$ cat src/rtl/xc_malu_divrem_radix.sv
// Iterative restoring divider for div/divu/rem/remu that retires BPC quotient bits per cycle.
// Division by zero and signed overflow take a one-cycle fast path with the RISC-V results.
module xc_malu_divrem_radix #(
  parameter int XLEN = 32,
  parameter int BPC  = 1
) (
  input  logic            clock,
  input  logic            resetn,
  input  logic            flush,
  input  logic            in_valid,
  output logic            in_ready,
  input  logic            op_signed,
  input  logic            op_rem,
  input  logic [XLEN-1:0] rs1,
  input  logic [XLEN-1:0] rs2,
  output logic            out_valid,
  input  logic            out_ready,
  output logic [XLEN-1:0] result
);

  localparam int N  = XLEN / BPC;
  localparam int CW = $clog2(N + 1);

  localparam logic [1:0] S_IDLE = 2'd0;
  localparam logic [1:0] S_RUN  = 2'd1;
  localparam logic [1:0] S_DONE = 2'd2;

  localparam logic [XLEN-1:0] MIN_VAL = {1'b1, {(XLEN-1){1'b0}}};

  logic [1:0]      state;
  logic [XLEN:0]   rem_q;
  logic [XLEN:0]   dvs_q;
  logic [XLEN-1:0] quo_q;
  logic [CW-1:0]   cnt_q;
  logic            rem_sel_q;
  logic            neg_q_q;
  logic            neg_r_q;

  logic [XLEN:0]   rs1_ext;
  logic [XLEN:0]   rs2_ext;
  logic [XLEN:0]   rs1_mag;
  logic [XLEN:0]   rs2_mag;
  logic            div_zero;
  logic            overflow;

  logic [XLEN:0]   step_rem;
  logic [XLEN-1:0] step_quo;
  logic [XLEN-1:0] q_fix;
  logic [XLEN-1:0] r_fix;

  assign in_ready  = (state == S_IDLE);
  assign out_valid = (state == S_DONE);

  // Magnitudes carry an extra bit so that |MIN| stays positive
  always_comb begin
    rs1_ext  = {op_signed & rs1[XLEN-1], rs1};
    rs2_ext  = {op_signed & rs2[XLEN-1], rs2};
    rs1_mag  = (op_signed && rs1[XLEN-1]) ? -rs1_ext : rs1_ext;
    rs2_mag  = (op_signed && rs2[XLEN-1]) ? -rs2_ext : rs2_ext;
    div_zero = (rs2 == '0);
    overflow = op_signed && (rs1 == MIN_VAL) && (rs2 == '1);
  end

  // Dividend bits shift out of the top of quo while quotient bits shift into the bottom
  always_comb begin
    step_rem = rem_q;
    step_quo = quo_q;
    for (int i = 0; i < BPC; i++) begin
      step_rem = {step_rem[XLEN-1:0], step_quo[XLEN-1]};
      step_quo = {step_quo[XLEN-2:0], 1'b0};
      if (step_rem >= dvs_q) begin
        step_rem    = step_rem - dvs_q;
        step_quo[0] = 1'b1;
      end
    end
  end

  always_comb begin
    q_fix = neg_q_q ? -quo_q : quo_q;
    r_fix = neg_r_q ? -rem_q[XLEN-1:0] : rem_q[XLEN-1:0];
  end

  // Fast-path operands are preloaded as the final quo/rem with the counter already expired,
  // so they pass through the same sign-fix cycle one edge after acceptance
  always_ff @(posedge clock) begin
    if (!resetn || flush) begin
      state     <= S_IDLE;
      result    <= '0;
      rem_q     <= '0;
      dvs_q     <= '0;
      quo_q     <= '0;
      cnt_q     <= '0;
      rem_sel_q <= 1'b0;
      neg_q_q   <= 1'b0;
      neg_r_q   <= 1'b0;
    end else begin
      case (state)
        S_IDLE: begin
          if (in_valid) begin
            state     <= S_RUN;
            rem_sel_q <= op_rem;
            dvs_q     <= rs2_mag;
            if (div_zero) begin
              quo_q   <= '1;
              rem_q   <= {1'b0, rs1};
              neg_q_q <= 1'b0;
              neg_r_q <= 1'b0;
              cnt_q   <= CW'(N);
            end else if (overflow) begin
              quo_q   <= rs1;
              rem_q   <= '0;
              neg_q_q <= 1'b0;
              neg_r_q <= 1'b0;
              cnt_q   <= CW'(N);
            end else begin
              quo_q   <= rs1_mag[XLEN-1:0];
              rem_q   <= '0;
              neg_q_q <= op_signed && (rs1[XLEN-1] ^ rs2[XLEN-1]);
              neg_r_q <= op_signed && rs1[XLEN-1];
              cnt_q   <= '0;
            end
          end
        end
        S_RUN: begin
          if (cnt_q == CW'(N)) begin
            state  <= S_DONE;
            result <= rem_sel_q ? r_fix : q_fix;
          end else begin
            rem_q <= step_rem;
            quo_q <= step_quo;
            cnt_q <= cnt_q + CW'(1);
          end
        end
        S_DONE: begin
          if (out_ready) state <= S_IDLE;
        end
        default: state <= S_IDLE;
      endcase
    end
  end

endmodule
$ cat config.mk
export PLATFORM = sky130hd
export DESIGN_NAME = xc_malu_divrem_radix
export DESIGN_NICKNAME = d
export VERILOG_FILES = /design/src/rtl/xc_malu_divrem_radix.sv
export SDC_FILE = /design/constraint.sdc
export NUM_CORES = 1
export LEC_CHECK = 0
export BUFFER_PORTS_ARGS = -buffer_cell sky130_fd_sc_hd__buf_2
export CORE_ASPECT_RATIO = 1.2
export CORE_MARGIN = 3
export CORE_UTILIZATION = 55
export DETAILED_ROUTE_END_ITERATION = 16
export PLACE_DENSITY = 0.78
export SETUP_SLACK_MARGIN = 0.5
export SLEW_MARGIN = 5
export SYNTH_ARGS = -nofsm -noshare
export SYNTH_HDL_FRONTEND = slang
export SYNTH_SLANG_ARGS = --single-unit
$ cat constraint.sdc
create_clock -name clock -period 3.07 [get_ports clock]
set_input_delay 0.4605 -clock clock [delete_from_list [all_inputs] [get_ports clock]]
set_output_delay 0.4605 -clock clock [all_outputs]
set_load 0.01 [all_outputs]
==> parameters.txt, run 1 <==
Parameter                              Value

Timing
  Worst path setup slack after routing ... 0.0749 ns
  Sum of negative setup slack ... 0 ns
  Setup clock skew after layout ... 0.0107 ns
  Final-report max-slew violation count ... 0
  Final cycle utilization of the critical path ... a little over nine tenths
  Post-route minimum period ... 3.00 ns
  Transition time of the tightest slew-check pin ... between 0.8 and 0.9 ns
  Unrepaired setup endpoints after global routing ... yes
  Smallest hold slack ... 0.289 ns
  Relative slew slack ... 44.4%
  Number of hold violations in the final report ... 0
  Maximum clock frequency ... 0.334 GHz
  Number of endpoints failing setup at the final stage ... 0

Clock tree
  Clk slew on worst S/H paths ... 0.06 ns
  Clock buffer depth ... 2
  Cts hold-fix bufs ... 0
  CTS tree ... done
  Clk Latency, worst-skew pair ... 0.44 ns
  Sink count of the clock tree ... 140
  H-tree depth ... 4
  Clock root buffer ... clkbuf_16
  Cts bufs inserted ... 17

Drt
  Number of remaining DRC errors ... 0
  Avg Vias per Cell ... 6.32
  Number of iterations in the first detailed-routing pass ... 5
  WL final ... around 36000 um
  Number of nets with antenna violations after detailed routing ... 0
  Average wire per standard cell ... 19.6 um
  Violation count after the first detailed-routing iteration ... 1179
  Via count ... around 12000

Setup path
  Data arrival time at the worst-slack endpoint ... around 3.3 ns
  Worst-case register-to-register setup slack ... 0.07 ns
  End point of the critical path ... rem_q[20]
  Maximum fanout along the worst path ... 8
  RR Startpoint ... dvs_q[3]
  Crit path kind ... flip-flop to flip-flop
  Capturing element type of the critical path ... flip-flop
  Setup crit start kind ... flip-flop
  Cell depth of the worst flop-to-flop path ... 12
  Endpoint of the worst-slack reg-to-reg timing path ... rem_q[20]
  Crit path required time ... 3.35 ns
  Worst Setup SP ... dvs_q[3]

Synth
  Leading register cell type out of synthesis ... dfxtp_1
  Per-instance average area after synthesis ... between 7 and 8 um^2
  Number of synthesized flops with an enable pin ... 0
  Share of synthesized registers carrying an async set or reset ... 0%
  Cell area after synthesis ... 0.0106 mm^2
  Total nets after synthesis ... 1531
  Yosys warnings ... 0
  Count of unique library cells instantiated by Yosys ... 79
  #FFs+latches synth ... 140
  Part of the Yosys area used for sequential elements ... 26.4%
  Cells after synthesis ... 1419

Finish
  Total inserted antenna cells ... 0
  Number of nets in the layout ... 1691
  Share of cells above drive strength 1 ... 27.7%
  Signed area change from the synthesized netlist to the final layout ... 29.7%

Min path
  Min-delay src ... op_rem
  HP Class ... primary input to flip-flop

Floorplanning
  Number of primary I/O pins ... 105
  Die height ... between 150 and 200 um
  Initial core utilization ... 56.1%
  Num rows ... 55
  Core Region ... 0.0189 mm^2
  Overall die width ... about 130 um
  Total die area ... 0.0210 mm^2

Global route
  Remaining global-route overflow ... 0
  Vias in the first global route ... 10400
  First-pass GRT wire length ... between 50000 and 60000 um
  Initial antenna violation count ... 0
  Total track usage ... 30.8%
  Maximum number of pins on one net before global-route repair ... 75

Power
  VDD IR max ... approximately 0.00043 V
  Leakage power ... 5.32 nW
  Pwr Density ... around 480 mW/mm^2

Placement
  Detailed Place HPWL ... 24500 um
  Final Wtd Congestion ... 0.973
  Buffers added on ports ... 104
  Worst setup slack after placement ... 0.111 ns

Run status
  Status ... finished, final reports clean

Flow run
  Reported max-cap violation count ... 0
-- Yosys cell counts (16+ instances only) --
cell type    n  area, um^2
xor2_1      71         622
dfxtp_1    140        2800
nand4_1     18         113
inv_1       56         210
ha_1        40         500
a21oi_1    157         786
o21ai_0     74         370
o221ai_1    24         210
o211ai_1    20         150
o41ai_1     16         140
nand3_1     32         160
o21ai_1     19        95.1
xnor2_1     66         578
clkbuf_1    78         293
a31oi_1     20         125
nor3_1      34         170
a21o_1      20         150
o31ai_1     29         218
nand2_1    160         601
nor4_1      16         100
a211oi_1    43         323
nor2_1     109         409
-- cell usage in the layout, fill, tap and decap left out, types with 7 or more instances in the layout --
master / count
nor3_4: 8
ha_1: 24
buf_6: 17
clkbuf_16: 21
nand3_1: 27
o21ai_1: 20
inv_2: 7
xnor2_1: 63
a21o_1: 20
o31ai_1: 25
o221ai_1: 24
and3_1: 8
a31oi_1: 17
nor3_1: 25
nand2_1: 153
a21oi_2: 10
o41ai_1: 14
mux2i_1: 9
inv_1: 49
a211oi_1: 38
o211ai_1: 20
nand2_2: 7
or4_1: 8
nand4_1: 18
dfxtp_1: 116
nor2_1: 106
dfxtp_2: 21
nor4_1: 8
xor2_1: 69
or3_1: 10
buf_2: 104
o21ai_0: 67
buf_4: 103
ha_4: 11
or4_4: 7
a21oi_1: 146
-- through the flow --
| stage | area (um^2) | total power (W) | std cells | utilization (%) |
|---|---|---|---|---|
| floorplan | 10700 | 0.00316 | 1419 | - |
| global placement | 11800 | 0.00366 | 1766 | 62.6 |
| detailed placement | 11800 | 0.00369 | 1766 | 62.6 |
| CTS | 12800 | 0.00590 | 1808 | 67.5 |
| global route | 13800 | 0.00682 | 1847 | 72.7 |
| finish | 13800 | 0.00658 | 1847 | 72.7 |
-- metal layers --
layer  share of wire (%)  wire length (um)  track usage (%)
met2                  48             17300             53.8
met4                 5.2              1880             12.4
met3                 7.3              2620             4.29
met1                  40             14300             38.5
met5                   0                 0                0
-- cells by family (layout without fill, tap and decap cells) --
group | after synthesis | count (layout) | synth area share, %
adder cells (fa/ha/maj) | 41 | 41 | 4.91
XOR/XNOR | 137 | 137 | 11.3
AO/OA/AOI/OAI | 477 | 477 | 28.8
buffers and inverters | 148 | 320 | 5.39
AND/OR/NAND/NOR | 459 | 459 | 21.5
flip-flops | 140 | 140 | 26.4
multiplexers | 17 | 17 | 1.69
-- worst min path at each step --
stage / depth (start not counted) / end
after detailed placement: 2 / result[31]
final: 3 / rem_sel_q
after floorplan: 2 / dvs_q[32]
after global placement: 2 / result[31]
after CTS: 3 / rem_sel_q
after global routing: 3 / state[1]
-- flip-flops by register name (all words and copies together), names as in the netlist --
| register | count |
|---|---|
| cnt_q | 6 |
| dvs_q | 33 |
| neg_q_q | 1 |
| neg_r_q | 1 |
| quo_q | 32 |
| rem_q | 32 |
| rem_sel_q | 1 |
| result | 32 |
| state | 2 |
-- worst max-delay path, stage by stage, from the launching register on --
cell and delay (ns):
dfxtp_2 0.34, inv_2 0.05, ha_4 0.26, a21o_1 0.19, a21oi_2 0.20, a211oi_4 0.11, o31ai_4 0.46, a21oi_4 0.14
a31oi_4 0.42, clkbuf_16 0.27, nand3b_1 0.11, a21oi_1 0.20, nor4_1 0.08
-- area by class of cell --
type	count	area [um^2]
Multi-Input combinational cell	1131	8130
Fill cell	1454	5160
Sequential cell	140	2840
Timing Repair Buffer	233	1680
Clock buffer	25	507
Tap cell	256	320
Inverter	56	210
Clock inverter	6	82.6
-- report_power, final --
part / total (W) / internal (W) / switching [W]
Clock: 0.00211 / 0.00130 / 0.000808
Sequential: 0.00197 / 0.00188 / 0.0000886
Combinational: 0.00250 / 0.00112 / 0.00138
Total: 0.00658 / 0.00430 / 0.00228
-- repair_timing --
item,4_1_cts,5_1_grt
setup endpoints to repair,42,52
pin swaps,19,84
buffers inserted,11,34
cloned,0,5
gates resized for setup,46,142
No activity file was read; power rests on OpenSTA's default activity.
==> inputs of run 2 (changes only) <==
--- a/config.mk
+++ b/config.mk
@@ -10,7 +10,7 @@
 export CORE_MARGIN = 3
 export CORE_UTILIZATION = 55
 export DETAILED_ROUTE_END_ITERATION = 16
-export PLACE_DENSITY = 0.78
+export PLACE_DENSITY = 0.82
 export SETUP_SLACK_MARGIN = 0.5
 export SLEW_MARGIN = 5
 export SYNTH_ARGS = -nofsm -noshare
==> run 2 against run 1 <==
Compared with the run above: critical path depth rose by 1; core utilization is 2.7 points higher; register-to-register slack got worse by 0.58 ns; sequential share of layout area shrank 0.67 points; clock power up 15%; largest power group unchanged; power is 10% higher; highest routed layer is now met5; the run now ends with setup timing left.
==> parameters.txt, run 2 (same netlist as run 1, synthesis figures left out) <==
Parameter                              Value

Run status
  Status ... complete, but fails checks
  Failing checks ... setup timing

Floorplanning
  Number of primary I/O pins ... about 110
  Initial core utilization ... 56.1%
  Total die area ... 0.0210 mm^2
  Die height ... about 160 um
  Num rows ... 55
  Overall die width ... about 130 um
  Core Region ... 0.0189 mm^2

Finish
  Combined area of the multi-input logic cells ... 0.00839 mm^2
  Number of nets in the layout ... 1707
  Reg area ... 0.00285 mm^2
  Fillcell total ... 1200
  Highest-count cells in the layout ignoring fill and taps ... nand2_1, a21oi_1, dfxtp_1, buf_4, nor2_1
  Utilization after layout ... 75.4%
  Filler-free cell count of the finished design ... 1864
  Register ranked first by flip-flop count ... dvs_q
  Total inserted antenna cells ... 0
  Share of cells above drive strength 1 ... 30.6%
  Signed area change from the synthesized netlist to the final layout ... 34.5%
  Max FFs per register ... 33
  Commonest non-fill, non-tap cell in the layout ... nand2_1

Clock tree
  Cts hold-fix bufs ... 0
  CTS tree ... done
  Clock buffer depth ... 2
  Clk Latency, worst-skew pair ... 0.43 ns
  Clk slew on worst S/H paths ... 0.06 ns
  H-tree depth ... 4
  Sink count of the clock tree ... 140
  Cts bufs inserted ... 17
  Clock root buffer ... clkbuf_16

Timing
  Worst path setup slack after routing ... -0.509 ns
  Sum of negative setup slack ... -1.05 ns
  Transition time of the tightest slew-check pin ... 1.01 ns
  Final cycle utilization of the critical path ... 117%
  Number of endpoints failing setup at the final stage ... 12
  Number of hold violations in the final report ... 0
  Final-report max-slew violation count ... 0
  Post-route minimum period ... 3.58 ns
  Unrepaired setup endpoints after global routing ... yes
  Maximum clock frequency ... roughly 0.28 GHz
  Relative slew slack ... 31.8%
  Setup clock skew after layout ... approximately 0.0085 ns

Global route
  First-pass GRT wire length ... about 57000 um
  Maximum number of pins on one net before global-route repair ... 67
  Vias in the first global route ... 11100
  Remaining global-route overflow ... 0
  Total track usage ... about a third
  Initial antenna violation count ... 1

Drt
  Via count ... 12700
  Number of remaining DRC errors ... 0
  Average wire per standard cell ... 22.2 um
  Avg Vias per Cell ... between 6 and 7
  Violation count after the first detailed-routing iteration ... 2026
  WL final ... 41500 um
  Number of nets with antenna violations after detailed routing ... 0
  Number of iterations in the first detailed-routing pass ... 8

Placement
  Final Wtd Congestion ... 1.06
  Post-placement cell count ... approximately 1800
  Detailed Place HPWL ... 23700 um
  Buffers added on ports ... around 100

Setup path
  RR Startpoint ... rem_q[5]
  Worst-case register-to-register setup slack ... -0.51 ns
  End point of the critical path ... rem_q[23]
  Endpoint of the worst-slack reg-to-reg timing path ... rem_q[23]
  Crit path kind ... flip-flop to flip-flop
  Maximum fanout along the worst path ... 4
  Cell depth of the worst flop-to-flop path ... 13
  Data arrival time at the worst-slack endpoint ... about 3.8 ns
  Capturing element type of the critical path ... flip-flop
  Worst Setup SP ... rem_q[5]
  Setup crit start kind ... flip-flop
  Crit path required time ... ~3.3 ns

Flow run
  Reported max-cap violation count ... 0

Power
  VDD IR max ... 0.000393 V
  Leakage power ... roughly 5.5 nW
  Pwr Density ... ~510 mW/mm^2

Min path
  HP Class ... primary input to flip-flop
## run 2: changes by cell type in the layout (fill, tap and decap cells not counted), moves of 7 or more
| cell | previous run | this run |
|---|---|---|
| a31oi_4 | 1 | 9 |
| nor3_2 | 3 | 11 |
| buf_4 | 103 | 117 |
| a21oi_1 | 146 | 139 |
| a21oi_2 | 10 | 17 |
| a31oi_1 | 17 | 10 |
## run 2: worst max-delay path: stages (launching register included)
cell      delay (ns)
dfxtp_4         0.36
ha_4            0.25
a211o_1         0.30
o211ai_1        0.17
a21oi_2         0.16
o31ai_4         0.37
a21oi_2         0.12
buf_4           0.15
buf_6           0.12
buf_6           0.13
xor2_1          0.19
mux2_4          0.19
a221oi_2        0.04
nor4_1          0.85
## run 2: worst min path at each step
stage	start	end	slack [ns]	cells after the start
2_1_floorplan	dvs_q[32]	dvs_q[32]	0.42	2
3_3_place_gp	dvs_q[32]	dvs_q[32]	0.43	2
3_5_place_dp	result[31]	result[31]	0.43	2
4_1_cts	op_rem	rem_sel_q	0.26	3
5_1_grt	op_rem	rem_sel_q	0.29	3
6_report	op_rem	rem_sel_q	0.26	3
## run 2: what timing repair did
action,4_1_cts,5_1_grt
pin swaps,54,70
buffers inserted,45,21
gates resized for setup,113,132
cloned,2,0
endpoints found under the setup margin,45,75
## run 2: layout make-up
| class | instances | share of cell area, % |
|---|---|---|
| clock inverters | 11 | 1.48 |
| clock buffers | 21 | 3.37 |
| repair buffers | 249 | 12.7 |
| inverters | 56 | 1.49 |
| multi-input cells | 1131 | 58.8 |
| well taps | 256 | 2.25 |
| flip-flops and latches | 140 | 20.0 |
## run 2: layer usage
layer  track usage, %  share of wire [%]
met5                0              0.017
met4             16.5                6.8
met3             6.07                 12
met2             57.5                 45
met1             40.1                 36
## run 2: where the power goes
group          leakage [nW]  switching, W  internal, W
combinational          4.01       0.00159      0.00126
sequential             1.15     0.0000909      0.00188
clock                 0.339      0.000822      0.00161
total                  5.50       0.00251      0.00475
## run 2: per-stage QoR
step	worst slack, ns	total power [W]	hold WS, ns	area (um^2)
6_report	-0.509	0.00725	0.264	14300
5_1_grt	-0.454	0.00743	0.294	14300
4_1_cts	0.229	0.00659	0.260	13400
3_5_place_dp	-0.0579	0.00366	0.432	11800
3_3_place_gp	-0.0166	0.00363	0.431	11800
2_1_floorplan	0.455	0.00316	0.420	10700
==> inputs of run 3 (changes only) <==
--- a/config.mk
+++ b/config.mk
@@ -11,6 +11,7 @@
 export CORE_UTILIZATION = 55
 export DETAILED_ROUTE_END_ITERATION = 16
 export PLACE_DENSITY = 0.82
+export RECOVER_POWER = 25
 export SETUP_SLACK_MARGIN = 0.5
 export SLEW_MARGIN = 5
 export SYNTH_ARGS = -nofsm -noshare
==> run 3 against run 2 <==
Compared with the run above: the flow still finishes with violations (setup timing); non-clock buffer count did not move; design area is 0.33% lower; worst setup slack better by 0.38 ns; first-iteration DRC count shrank 1.3%; critical path depth rose by 2; final cell count is essentially flat; clock power barely moved; power is essentially flat; sequential share of layout area is 0.067 points higher; highest routed layer is now met4; combinational power about the same.
==> parameters.txt, run 3 (same netlist as run 1, synthesis figures left out) <==
Parameter                              Value

Run status
  Status ... complete, but fails checks
  Failing checks ... setup timing

Clock tree
  CTS tree ... done
  Clock root buffer ... clkbuf_16
  Clk slew on worst S/H paths ... 0.06 ns
  Sink count of the clock tree ... 140
  Cts bufs inserted ... 17
  Clk Latency, worst-skew pair ... 0.44 ns
  Cts hold-fix bufs ... 0
  Clock buffer depth ... 2
  H-tree depth ... 4

Drt
  Violation count after the first detailed-routing iteration ... 1999
  Avg Vias per Cell ... 6.86
  Number of iterations in the first detailed-routing pass ... 9
  Number of nets with antenna violations after detailed routing ... 0
  Average wire per standard cell ... 22.3 um
  Via count ... 12800
  WL final ... approximately 42000 um
  Number of remaining DRC errors ... 0

Finish
  Max FFs per register ... 33
  Number of nets in the layout ... around 1700
  Combined area of the multi-input logic cells ... 0.00839 mm^2
  Highest-count cells in the layout ignoring fill and taps ... nand2_1, a21oi_1, dfxtp_1
  Reg area ... roughly 0.0028 mm^2
  Register ranked first by flip-flop count ... dvs_q
  Commonest non-fill, non-tap cell in the layout ... nand2_1
  Share of cells above drive strength 1 ... 28.4%
  Fillcell total ... 1227
  Signed area change from the synthesized netlist to the final layout ... 34.1%
  Utilization after layout ... 75.1%

Power
  Pwr Density ... between 500 and 600 mW/mm^2
  VDD IR max ... 0.000396 V
  Proportion of power drawn by flip-flops and latches ... around 27%
  Internal ... 0.00475 W
  Switching power ... 0.00251 W
  Proportion of power drawn by combinational gates ... 39.3%
  Clock power share ... between 30% and 40%
  Total power draw ... 0.00725 W
  Switching part of the total ... 34.6%
  Leakage power ... 5.34 nW

Setup path
  Data arrival time at the worst-slack endpoint ... 3.53 ns
  Maximum fanout along the worst path ... 6
  Crit path kind ... flip-flop to flip-flop
  Worst Setup SP ... rem_q[5]
  Cell depth of the worst flop-to-flop path ... 15
  End point of the critical path ... rem_q[3]
  Capturing element type of the critical path ... flip-flop
  RR Startpoint ... rem_q[5]
  Endpoint of the worst-slack reg-to-reg timing path ... rem_q[3]
  Worst-case register-to-register setup slack ... -0.13 ns
  Crit path required time ... 3.40 ns
  Setup crit start kind ... flip-flop

Floorplanning
  Initial core utilization ... 56.1%
  Num rows ... 55
  Number of primary I/O pins ... 105
  Overall die width ... 133 um
  Core Region ... 0.0189 mm^2
  Die height ... approximately 160 um
  Total die area ... ~0.021 mm^2

Timing
  Number of endpoints failing setup at the final stage ... 10
  Unrepaired setup endpoints after global routing ... yes
  Worst path setup slack after routing ... -0.126 ns
  Maximum clock frequency ... 0.313 GHz
  Sum of negative setup slack ... -0.638 ns
  Final cycle utilization of the critical path ... 104%
  Relative slew slack ... 14.3%
  Setup clock skew after layout ... just under 0.008 ns
  Transition time of the tightest slew-check pin ... between 1 and 1.5 ns
  Final-report max-slew violation count ... 0
  Number of hold violations in the final report ... 0
  Post-route minimum period ... 3.20 ns

Placement
  Buffers added on ports ... 104
  Worst setup slack after placement ... -0.0579 ns
  Detailed Place HPWL ... 23700 um
  Final Wtd Congestion ... 1.06

Global route
  Initial antenna violation count ... 1
  First-pass GRT wire length ... around 57000 um
  Vias in the first global route ... between 10000 and 15000
  Total track usage ... 33.3%
  Remaining global-route overflow ... 0
  Maximum number of pins on one net before global-route repair ... 67

Min path
  HP Class ... primary input to flip-flop

Flow run
  Reported max-cap violation count ... 0
==> run 3: changes by cell type in the layout (fill, tap and decap cells not counted), sizes merged <==
| cell | previous run | this run |
|---|---|---|
| buf | 249 | 213 |
| clkbuf | 21 | 57 |
| diode | 0 | 1 |
==> run 3: worst min-delay path by stage <==
stage | end | cells after the start | slack (ns) | startpoint
finish | rem_sel_q | 3 | 0.26 | op_rem
floorplan | dvs_q[32] | 2 | 0.42 | dvs_q[32]
detailed placement | result[31] | 2 | 0.43 | result[31]
global route | rem_sel_q | 3 | 0.29 | op_rem
global placement | dvs_q[32] | 2 | 0.43 | dvs_q[32]
CTS | rem_sel_q | 3 | 0.26 | op_rem
==> run 3: final cells by class <==
cell class,count,share of cell area [%]
Clock buffer,21,3.38
Sequential cell,140,20.0
Clock inverter,11,1.49
Timing Repair Buffer,249,12.4
Tap cell,256,2.25
Multi-Input combinational cell,1131,59.0
Antenna cell,1,0.0176
Inverter,56,1.50
==> run 3: critical path, cell delays in order, from the launching register on <==
cell and delay, ns:
dfxtp_4 0.36, ha_4 0.25, a211o_1 0.30, o211ai_1 0.17, a21oi_2 0.15, o31ai_4 0.37, a21oi_2 0.11, buf_4 0.15
buf_6 0.12, a31oi_4 0.22, buf_6 0.14, buf_12 0.11, buf_16 0.15, buf_8 0.14, a31oi_4 0.08, a21oi_2 0.28
==> run 3: metrics by stage <==
step           hold slack [ns]  cells  cell area [um^2]
2_1_floorplan            0.420   1419             10700
3_5_place_dp             0.432   1764             11800
4_1_cts                  0.260   1843             13400
6_report                 0.263   1865             14200
5_1_grt                  0.294   1864             14200
3_3_place_gp             0.431   1764             11800
==> run 3: repair_timing <==
action	in CTS	in global routing
endpoints found under the setup margin	45	75
gates cloned	2	0
pin swaps	54	70
gates resized for setup	113	132
buffers inserted	45	21
==> run 3: routing by layer <==
metal | track usage, % | share of wire, % | up-vias
met5 | 0 | 0 | -
met3 | 6.07 | 12 | 339
met1 | 40.1 | 35 | 5791
met2 | 57.5 | 45 | 1123
li1 | - | - | 5545
met4 | 16.5 | 7.1 | 0
==> run 3: power groups by stage <==
stage | clock [W] | sequential, W | combinational (W)
floorplan | 0 | 0.00198 | 0.00118
global placement | 0 | 0.00199 | 0.00164
detailed placement | 0 | 0.00199 | 0.00166
CTS | 0.00242 | 0.00195 | 0.00222
global route | 0.00250 | 0.00197 | 0.00295
finish | 0.00243 | 0.00197 | 0.00285
